File: src/rtl/lsu_pkg.sv
// Shared types for the LSU memory request unit.
//   lsu_size_t  : access size encoding carried on the request and writeback paths
//   lsu_state_t : lsu_mem_req transaction state
package lsu_pkg;

   typedef enum logic [1:0] {
      SizeByte    = 2'b00,
      SizeHalf    = 2'b01,
      SizeWord    = 2'b10,
      SizeInvalid = 2'b11
   } lsu_size_t;

   typedef enum logic [1:0] {
      StIdle    = 2'b00,
      StReq     = 2'b01,
      StWaitRsp = 2'b10,
      StDone    = 2'b11
   } lsu_state_t;

endpackage

File: src/rtl/lsu_mem_req_if.sv
// Bundle of all lsu_mem_req signals except clock and reset.
//   Upstream request : req_valid/req_ready, is_nop, is_load, addr, wdata, size, zero_ext, rd
//   Memory request   : mem_req_valid/mem_req_ready, mem_addr, mem_we, mem_be, mem_wdata
//   Memory response  : mem_rsp_valid, mem_rdata
//   Writeback        : wb_valid, wb_is_load, wb_rd, wb_size, wb_zero_ext, wb_data, wb_fault
// Modports:
//   master : the request unit itself (it masters the memory bus)
//   slave  : its environment (upstream LSU, data memory, writeback)
interface lsu_mem_req_if;
   import lsu_pkg::*;

   logic        req_valid;
   logic        req_ready;
   logic        is_nop;
   logic        is_load;
   logic [31:0] addr;
   logic [31:0] wdata;
   lsu_size_t   size;
   logic        zero_ext;
   logic [4:0]  rd;

   logic        mem_req_valid;
   logic        mem_req_ready;
   logic [31:0] mem_addr;
   logic        mem_we;
   logic [3:0]  mem_be;
   logic [31:0] mem_wdata;
   logic        mem_rsp_valid;
   logic [31:0] mem_rdata;

   logic        wb_valid;
   logic        wb_is_load;
   logic [4:0]  wb_rd;
   lsu_size_t   wb_size;
   logic        wb_zero_ext;
   logic [31:0] wb_data;
   logic        wb_fault;

   modport master (
      input  req_valid, is_nop, is_load, addr, wdata, size, zero_ext, rd,
      input  mem_req_ready, mem_rsp_valid, mem_rdata,
      output req_ready,
      output mem_req_valid, mem_addr, mem_we, mem_be, mem_wdata,
      output wb_valid, wb_is_load, wb_rd, wb_size, wb_zero_ext, wb_data, wb_fault
   );

   modport slave (
      output req_valid, is_nop, is_load, addr, wdata, size, zero_ext, rd,
      output mem_req_ready, mem_rsp_valid, mem_rdata,
      input  req_ready,
      input  mem_req_valid, mem_addr, mem_we, mem_be, mem_wdata,
      input  wb_valid, wb_is_load, wb_rd, wb_size, wb_zero_ext, wb_data, wb_fault
   );

endinterface

File: src/rtl/lsu_lane_align.sv
// Combinational byte-lane alignment for the LSU memory request unit.
//   size, offset, wdata -> be, wdata_lanes : store byte enables and lane-replicated data
//   rsp_offset, rdata   -> rdata_shifted   : load word shifted down to bit 0
// offset must already be the effective (possibly forced-aligned) byte offset.
module lsu_lane_align
   import lsu_pkg::*;
(
   input  lsu_size_t   size,
   input  logic [1:0]  offset,
   input  logic [31:0] wdata,
   output logic [3:0]  be,
   output logic [31:0] wdata_lanes,
   input  logic [1:0]  rsp_offset,
   input  logic [31:0] rdata,
   output logic [31:0] rdata_shifted
);

   always_comb begin
      be          = 4'b0000;
      wdata_lanes = wdata;
      case (size)
         SizeByte: begin
            be          = 4'b0001 << offset;
            wdata_lanes = {4{wdata[7:0]}};
         end
         SizeHalf: begin
            be          = 4'b0011 << offset;
            wdata_lanes = {2{wdata[15:0]}};
         end
         SizeWord: begin
            be          = 4'b1111;
            wdata_lanes = wdata;
         end
         default: begin
            be          = 4'b0000;
            wdata_lanes = wdata;
         end
      endcase
   end

   always_comb begin
      rdata_shifted = rdata >> {rsp_offset, 3'b000};
   end

endmodule

File: src/rtl/lsu_mem_req.sv
// LSU memory request unit: accepts one load/store at a time, issues it to data memory over a
// valid/ready handshake, waits for load data and emits a one-cycle writeback pulse.
// Ports:
//   clk  : clock, rising edge
//   rst  : synchronous active-high reset
//   bus  : lsu_mem_req_if.master (upstream request, memory request/response, writeback)
// Configuration macro LSU_MISALIGN_CHECK_EN:
//   defined   : misaligned half/word accesses fault and skip memory
//   undefined : misaligned half/word accesses have their low address bits forced to zero
module lsu_mem_req
   import lsu_pkg::*;
(
   input logic           clk,
   input logic           rst,
   lsu_mem_req_if.master bus
);

   lsu_state_t  state_q, state_d;
   lsu_size_t   req_size;
   logic        accept;
   logic        misalign;
   logic        fault;
   logic [1:0]  eff_off;
   logic [3:0]  be_lanes;
   logic [31:0] wdata_lanes;
   logic [31:0] rdata_shifted;

   logic [31:0] mem_addr_q;
   logic        mem_we_q;
   logic [3:0]  mem_be_q;
   logic [31:0] mem_wdata_q;
   logic [1:0]  off_q;
   logic        wb_is_load_q;
   logic [4:0]  wb_rd_q;
   lsu_size_t   wb_size_q;
   logic        wb_zero_ext_q;
   logic [31:0] wb_data_q;
   logic        wb_fault_q;

   assign req_size = bus.size;
   assign accept   = (state_q == StIdle) && bus.req_valid;

`ifdef LSU_MISALIGN_CHECK_EN
   always_comb begin
      misalign = ((req_size == SizeHalf) && bus.addr[0]) ||
                 ((req_size == SizeWord) && (bus.addr[1:0] != 2'b00));
      eff_off  = bus.addr[1:0];
   end
`else
   always_comb begin
      misalign = 1'b0;
      case (req_size)
         SizeHalf: eff_off = {bus.addr[1], 1'b0};
         SizeWord: eff_off = 2'b00;
         default:  eff_off = bus.addr[1:0];
      endcase
   end
`endif

   assign fault = (req_size == SizeInvalid) || misalign;

   lsu_lane_align u_lane_align (
      .size          (req_size),
      .offset        (eff_off),
      .wdata         (bus.wdata),
      .be            (be_lanes),
      .wdata_lanes   (wdata_lanes),
      .rsp_offset    (off_q),
      .rdata         (bus.mem_rdata),
      .rdata_shifted (rdata_shifted)
   );

   always_comb begin
      state_d = state_q;
      case (state_q)
         StIdle: begin
            if (bus.req_valid && !bus.is_nop) begin
               state_d = fault ? StDone : StReq;
            end
         end
         StReq: begin
            if (bus.mem_req_ready) begin
               state_d = wb_is_load_q ? StWaitRsp : StDone;
            end
         end
         StWaitRsp: begin
            if (bus.mem_rsp_valid) begin
               state_d = StDone;
            end
         end
         default: state_d = StIdle;
      endcase
   end

   always_ff @(posedge clk) begin
      if (rst) begin
         state_q       <= StIdle;
         mem_addr_q    <= '0;
         mem_we_q      <= 1'b0;
         mem_be_q      <= '0;
         mem_wdata_q   <= '0;
         off_q         <= '0;
         wb_is_load_q  <= 1'b0;
         wb_rd_q       <= '0;
         wb_size_q     <= SizeByte;
         wb_zero_ext_q <= 1'b0;
         wb_data_q     <= '0;
         wb_fault_q    <= 1'b0;
      end else begin
         state_q <= state_d;
         // Request fields are captured once at accept so the memory outputs stay
         // stable for the whole handshake regardless of upstream activity.
         if (accept) begin
            mem_addr_q    <= {bus.addr[31:2], 2'b00};
            mem_we_q      <= !bus.is_load;
            mem_be_q      <= be_lanes;
            mem_wdata_q   <= wdata_lanes;
            off_q         <= eff_off;
            wb_is_load_q  <= bus.is_load;
            wb_rd_q       <= bus.rd;
            wb_size_q     <= req_size;
            wb_zero_ext_q <= bus.zero_ext;
            wb_data_q     <= '0;
            wb_fault_q    <= !bus.is_nop && fault;
         end
         if ((state_q == StWaitRsp) && bus.mem_rsp_valid) begin
            wb_data_q <= rdata_shifted;
         end
      end
   end

   always_comb begin
      bus.req_ready     = (state_q == StIdle);
      bus.mem_req_valid = (state_q == StReq);
      bus.mem_addr      = mem_addr_q;
      bus.mem_we        = mem_we_q;
      bus.mem_be        = mem_be_q;
      bus.mem_wdata     = mem_wdata_q;
      bus.wb_valid      = (state_q == StDone);
      bus.wb_is_load    = wb_is_load_q;
      bus.wb_rd         = wb_rd_q;
      bus.wb_size       = wb_size_q;
      bus.wb_zero_ext   = wb_zero_ext_q;
      bus.wb_data       = wb_data_q;
      bus.wb_fault      = wb_fault_q;
   end

endmodule

File: src/flat_wrapper.sv
// flat-port wrapper written by rule: the top's interface ports become plain ports
module lsu_mem_req_flat import lsu_pkg::*;
  (clk, rst, bus_req_valid, bus_is_nop, bus_is_load, bus_addr, bus_wdata, bus_size, bus_zero_ext, bus_rd, bus_mem_req_ready, bus_mem_rsp_valid, bus_mem_rdata, bus_req_ready, bus_mem_req_valid, bus_mem_addr, bus_mem_we, bus_mem_be, bus_mem_wdata, bus_wb_valid, bus_wb_is_load, bus_wb_rd, bus_wb_size, bus_wb_zero_ext, bus_wb_data, bus_wb_fault);
  lsu_mem_req_if bus_i ();
  input logic clk;
  input logic rst;
  input wire logic [$bits(bus_i.req_valid)-1:0] bus_req_valid;
  input wire logic [$bits(bus_i.is_nop)-1:0] bus_is_nop;
  input wire logic [$bits(bus_i.is_load)-1:0] bus_is_load;
  input wire logic [$bits(bus_i.addr)-1:0] bus_addr;
  input wire logic [$bits(bus_i.wdata)-1:0] bus_wdata;
  input wire logic [$bits(bus_i.size)-1:0] bus_size;
  input wire logic [$bits(bus_i.zero_ext)-1:0] bus_zero_ext;
  input wire logic [$bits(bus_i.rd)-1:0] bus_rd;
  input wire logic [$bits(bus_i.mem_req_ready)-1:0] bus_mem_req_ready;
  input wire logic [$bits(bus_i.mem_rsp_valid)-1:0] bus_mem_rsp_valid;
  input wire logic [$bits(bus_i.mem_rdata)-1:0] bus_mem_rdata;
  output wire logic [$bits(bus_i.req_ready)-1:0] bus_req_ready;
  output wire logic [$bits(bus_i.mem_req_valid)-1:0] bus_mem_req_valid;
  output wire logic [$bits(bus_i.mem_addr)-1:0] bus_mem_addr;
  output wire logic [$bits(bus_i.mem_we)-1:0] bus_mem_we;
  output wire logic [$bits(bus_i.mem_be)-1:0] bus_mem_be;
  output wire logic [$bits(bus_i.mem_wdata)-1:0] bus_mem_wdata;
  output wire logic [$bits(bus_i.wb_valid)-1:0] bus_wb_valid;
  output wire logic [$bits(bus_i.wb_is_load)-1:0] bus_wb_is_load;
  output wire logic [$bits(bus_i.wb_rd)-1:0] bus_wb_rd;
  output wire logic [$bits(bus_i.wb_size)-1:0] bus_wb_size;
  output wire logic [$bits(bus_i.wb_zero_ext)-1:0] bus_wb_zero_ext;
  output wire logic [$bits(bus_i.wb_data)-1:0] bus_wb_data;
  output wire logic [$bits(bus_i.wb_fault)-1:0] bus_wb_fault;
  assign bus_i.req_valid = bus_req_valid;
  assign bus_i.is_nop = bus_is_nop;
  assign bus_i.is_load = bus_is_load;
  assign bus_i.addr = bus_addr;
  assign bus_i.wdata = bus_wdata;
  assign bus_i.size = bus_size;
  assign bus_i.zero_ext = bus_zero_ext;
  assign bus_i.rd = bus_rd;
  assign bus_i.mem_req_ready = bus_mem_req_ready;
  assign bus_i.mem_rsp_valid = bus_mem_rsp_valid;
  assign bus_i.mem_rdata = bus_mem_rdata;
  assign bus_req_ready = bus_i.req_ready;
  assign bus_mem_req_valid = bus_i.mem_req_valid;
  assign bus_mem_addr = bus_i.mem_addr;
  assign bus_mem_we = bus_i.mem_we;
  assign bus_mem_be = bus_i.mem_be;
  assign bus_mem_wdata = bus_i.mem_wdata;
  assign bus_wb_valid = bus_i.wb_valid;
  assign bus_wb_is_load = bus_i.wb_is_load;
  assign bus_wb_rd = bus_i.wb_rd;
  assign bus_wb_size = bus_i.wb_size;
  assign bus_wb_zero_ext = bus_i.wb_zero_ext;
  assign bus_wb_data = bus_i.wb_data;
  assign bus_wb_fault = bus_i.wb_fault;
  lsu_mem_req u_core (.clk(clk), .rst(rst), .bus(bus_i));
endmodule
File: config.mk
export PLATFORM = sky130hd
export DESIGN_NAME = lsu_mem_req_flat
export DESIGN_NICKNAME = d
export VERILOG_FILES = /design/src/rtl/lsu_pkg.sv /design/src/rtl/lsu_mem_req_if.sv /design/src/rtl/lsu_lane_align.sv /design/src/rtl/lsu_mem_req.sv /design/src/flat_wrapper.sv
export SDC_FILE = /design/constraint.sdc
export NUM_CORES = 1
export LEC_CHECK = 0
export ABC_AREA = 1
export BUFFER_PORTS_ARGS = -buffer_cell sky130_fd_sc_hd__buf_2
export CAP_MARGIN = 20
export CORE_MARGIN = 5
export CORE_UTILIZATION = 44
export CTS_BUF_LIST = sky130_fd_sc_hd__clkbuf_8 sky130_fd_sc_hd__clkbuf_16
export CTS_CLUSTER_SIZE = 20
export DETAILED_ROUTE_END_ITERATION = 7
export PLACE_DENSITY = 0.77
export RECOVER_POWER = 25
export SYNTH_ARGS = -nofsm -noshare
export SYNTH_HDL_FRONTEND = slang
export SYNTH_HIERARCHICAL = 1
export SYNTH_SLANG_ARGS = --single-unit
File: constraint.sdc
create_clock -name clk -period 1.55 [get_ports clk]
set_input_delay 0.3875 -clock clk [delete_from_list [all_inputs] [get_ports clk]]
set_output_delay 0.3875 -clock clk [all_outputs]
set_load 0.01 [all_outputs]
Word level (Yosys, flattened, before mapping)
Cells that the tools add are included. W data, S select, Z words.

Register bits after elaboration: 113. Bits in latches: 0. RAM bits: 0. ROM bits: 0. Input bits: 111. Output and inout port bits: 114. Memories kept: 0.

Add/subtract/negate cells: 0. $mul: 0. Divide/modulo/power cells: 0. Magnitude comparators: 0. Equality and inequality tests: 9. Shift-type cells: 3. Mux-type cells: 11. Bitwise logic cells: 0. Reduce and logical (&&, ||, !) cells: 10.

Operators with widths (count): $mux W32 (2); $pmux W32 S2 (1); $shr A32 B5 Y32 (1); $pmux W4 S3 (1); $eq A2 B2 Y1 const B (4); $mux W2 (4); $pmux W2 S3 (1); $eq A2 B1 Y1 const B (2); $logic_and A1 B1 Y1 (4); $logic_not A2 Y1 (2); $ne A2 B2 Y1 const B (2); $pmux W2 S2 (1); $shl A1 B2 Y4 const A (1); $shl A2 B2 Y4 const A (1); $reduce_and A3 Y1 (1); $logic_not A1 Y1 (2); $ne A2 B1 Y1 const B (1); $reduce_bool A2 Y1 (1); $mux W1 (1).

Logic depth before layout (Yosys ltp)
Word-level depth: 4. Mapped depth: 11. Depth with buffers taken out: 11.

By module
Netlist, hierarchy kept.

By module, submodules not included: lsu_mem_req (instances 1, cells an instance 529, area each 4364.2 um2, sequential area each 2262.2 um2); lsu_lane_align (instances 1, cells an instance 223, area each 1088.5 um2, sequential area each 0.0 um2).

Least setup slack after synthesis
Ideal clock, no wire load.

Path kind: input-to-reg. From: in bus_size[1]. To: reg u_core.mem_be_q[2], in the netlist u_core/bus.mem_be[2]. Data arrival time: 1.381 ns. Data required time: 1.434 ns. Setup slack: 0.054 ns. Stages: 10. Buffers on the path: 0. Cells stage by stage: inv_1 -> ha_1 -> o21ai_0 -> inv_1 -> inv_1 -> a21oi_1 -> nand2_1 -> nand2_1 -> o21ai_0 -> nor2_1.

Longest elaborated chain between the ends: 4. Elaborated cells between the ends (all ways): 7.

Ends and longest elaborated chain: from (decl) (line flat_wrapper.sv:12) `input wire logic [$bits(bus_i.size)-1:0] bus_size;`; $eq A2 B2 Y1 / $eq A2 B1 Y1 (equally long branches) (line lsu_mem_req.sv:52) `case (req_size)`; $pmux W2 S2 (*) (line lsu_mem_req.sv:52); via u_core.eff_off[1] (line lsu_mem_req.sv:23) `logic [1:0] eff_off;`; $shl A2 B2 Y4 / $shl A1 B2 Y4 (equally long branches) (line lsu_lane_align.sv:27, lsu_lane_align.sv:23); $pmux W4 S3 (*) (line lsu_lane_align.sv:21) `case (size)`; via u_core.be_lanes[2] (line lsu_mem_req.sv:24) `logic [3:0] be_lanes;`; to (signal assigned) (line lsu_mem_req.sv:116) `mem_be_q <= be_lanes;`; to (decl) (line lsu_mem_req.sv:30) `logic [3:0] mem_be_q;`.

The timed path passes the listed nets; every way through them passes the cells marked *. A chain may end at the register's enable or synchronous reset.

Worst setup path in the final report
From: reg u_core.state_q[1]. To: out bus_wb_valid.

Longest elaborated chain between the ends: 1.

Ends and longest elaborated chain: from (decl) (line lsu_mem_req.sv:18) `lsu_state_t state_q, state_d;`; from (signal assigned) (line lsu_mem_req.sv:97) `state_q <= StIdle;`; from (signal assigned) (line lsu_mem_req.sv:110) `state_q <= state_d;`; $eq A2 B2 Y1 (line lsu_mem_req.sv:139) `bus.wb_valid = (state_q == StDone);`; to (decl) (line flat_wrapper.sv:24) `output wire logic [$bits(bus_i.wb_valid)-1:0] bus_wb_valid;`.

No other way between the ends.

==> metrics.md <==
| Metric | Value |
|---|---|
| Synth Register Bits | 113 |
| Post-synthesis mux area share | 0% |
| Buffer depth of the longest clock path | 2 |
| Simple-Gate Fraction of Synth Area | 27.2% |
| Main synth FF type | dfxtp_1 |
| EDFF count, synth | 0 |
| CP cell instances | buf_4, ha_2, buf_6 |
| Max Cap Violations | 0 |
| Layout cells sized above 1 | 26.8% |
| # IOs | 225 |
| Compound-Gate Fraction of Synth Area | 17.0% |
| Area contributors post-synth | dfxtp_1 (41%), nor2_1 (11%), nand2_1 (7.3%) |
| Core region area | 0.0121 mm^2 |
| Final-stage net count | 1083 |
| DR WL/cell | 14.4 um |
| Cell taking the most area after synthesis | dfxtp_1 |
| Via-to-Cell Ratio | 5.01 |
| Syn Std Cell Area | 0.00545 mm^2 |
| VDD IR-drop max | 0.000995 V |
| Post-Route WL | 16500 um |
| Antenna cells | 0 |
| H-tree levels | 4 |
| GRT Total Usage | 21.6% |
| Worst skew pair latency | 0.40 ns |
| Total power divided by cell area | 1620 mW/mm^2 |
| Layout Area Growth over Synthesis | 33.0% |
| CP Max Fanout | 3 |
| 1st-pass router iterations | 7 |
| Post-synth cell types | 33 |
| Status | finished clean |
| Post-synth ARST share | 0% |
| GRT overflow | 0 |
| RSZ-0062 raised after global routing | true |
| Initial Utilization | 45.2% |
| Worst path bufs/invs | 2 |
| Post-synth top area share | 41.5% |
| Final setup fails | 0 |
| CP peak stage delay | 0.32 ns |
| Main combinational cell family by area after synthesis | simple AND/OR/NAND/NOR gates |
| First-pass GRT wire length | 25200 um |
| Clock Sinks | 113 |
| Leakage | 3.37 nW |
| Vias in the first global route | 5227 |
| Clock root buffer | clkbuf_16 |
| Die width | 121 um |
| Syn Inst Count | 752 |
| DIE AREA | 0.0147 mm^2 |
| Post-synthesis xor/xnor area fraction | 0% |
| Synth warn | 6 |
| Placed cell count | 1107 |
| Final core utilization | 60.1% |
| Critical path class | flip-flop to output pin |
| Slowest CP cell | dfxtp_2 |
| Hold-fix buffers, CTS | 0 |
| DR iter-0 viols | 588 |
| Max Freq | 655 MHz |
| Die H | 121 um |
| Row count | 40 |
| Largest net degree at the start of global routing | 37 |
| Top-count cell post-synth | nor2_1 |
| Final HPWL DP | 11700 um |
| CTS tree | yes |
| Min Tclk post-route | 1.53 ns |
| CP top delay family | flip-flops |
| Residual DRC | 0 |
| Synth Area in Adders | 1.84% |
| Slew Limit Fails | 0 |
| Routability Congestion | 0.841 |
| Hold Vio Cnt, Final | 0 |
| Clk slew on worst S/H paths | 0.05 ns |
| Crit end category | output pin |
| Startpoint types | flip-flop |
| Antenna violations before repair | 2 |
| Post-route clock skew | 0.00753 ns |
| Port bufs | 222 |
| Post-synthesis sequential area ratio | 41.5% |
| Post-synth top cells | nor2_1 (158), dfxtp_1 (113), nand2_1 (106) |
| Avg Inst Size Synth | 7.25 um^2 |
| Cell Count, Final, Fillers Out | 1143 |
| Worst EP required | 1.16 ns |
| ANT nets after route | 0 |
| Data arrival, critical path | 1.14 ns |
| Worst hold path class | input pin to flip-flop |
| Vias | 5722 |
| Number of CTS-inserted buffers | 17 |
| Final worst path period share | 98.6% |
[final cells by class]
class / count / area, um^2
clock inverter: 7 / 35.0
timing repair buffer: 259 / 1500
sequential: 113 / 2270
fill: 1162 / 4810
timing repair inverter: 1 / 8.76
inverter: 38 / 163
multi-input combinational: 534 / 2560
clock buffer: 23 / 508
tap: 168 / 210
[power by group]
| part | switching, mW | internal [mW] |
|---|---|---|
| combinational | 2.59 | 1.73 |
| sequential | 0.360 | 3.60 |
| clock | 1.25 | 2.25 |
[metrics by stage]
step	setup slack, ns	area, um^2	hold WS (ns)	setup TNS (ns)	power, mW
after floorplan	0.0535	5460	0.484	0	6.81
after global placement	-0.131	6640	0.456	-0.320	8.07
after detailed placement	-0.153	6640	0.465	-0.436	8.12
after CTS	-0.00833	7210	0.196	-0.0144	11.8
after global routing	-0.0382	7250	0.219	-0.105	12.6
final	0.0223	7250	0.213	0	11.8
[final timing paths]
path | startpoint | end | slack (ns) | cells after the start
setup / recovery | u_core/state_q[1] | bus_wb_valid | 0.02 | 3
setup reg to reg | u_core/state_q[1] | u_core/bus.wb_is_load | 0.07 | 8
hold / removal | bus_addr[21] | u_core/bus.mem_addr[21] | 0.21 | 3
hold reg to reg | u_core/bus.mem_addr[21] | u_core/bus.mem_addr[21] | 0.47 | 2
[cells in the final DEF (no fill, tap or decap), drive strengths merged]
cell and n:
o31ai 1, dfxtp 113, inv 39, o21ai 92, clkinvlp 1, clkbuf 80, clkinv 6, conb 2
buf 202, nand3 72, nor2 159, nand2 109, o21a 1, nor3 5, o211ai 16, ha 8
or2 1, and2 6, a21oi 62
[cells by family (layout without fill, tap and decap cells)]
logic type / after synthesis / in the layout
simple gates: 352 / 352
compound gates: 172 / 172
flops: 113 / 113
buf+inv: 106 / 328
fa+ha+maj: 8 / 8
other cells: 1 / 2
[what timing repair did]
action	CTS	global route
setup endpoints to repair	3	19
gates cloned	0	2
hold endpoints to repair	0	0
buffers inserted	1	3
pin swaps	1	2
gates resized for setup	12	12
[registers in the layout, summed over array words and instances (netlist names)]
signal,flops
u_core/bus.wb_fault,1
u_core/bus.mem_we,1
u_core/bus.wb_data,32
u_core/state_q,2
u_core/off_q,2
u_core/bus.wb_is_load,1
u_core/bus.wb_zero_ext,1
u_core/bus.wb_size,2
u_core/bus.mem_addr,30
u_core/bus.mem_be,4
u_core/bus.wb_rd,5
u_core/bus.mem_wdata,32
[layer usage]
layer | vias to the layer above | share of wire [%] | GRT usage [%]
li1 | 2871 | - | -
met1 | 2551 | 41 | 26.0
met2 | 261 | 46 | 33.9
met3 | 35 | 10 | 8.39
met4 | 4 | 2.2 | 10.0
met5 | - | 0.13 | 0
[worst min-delay path, delay by kind of cell]
family	cells	cell delay, ns
AOI/OAI and AO/OA	1	0.05
and+or+nand+nor	1	0.07
buffers and inverters	1	0.07
(Power assumes the default switching activity.)
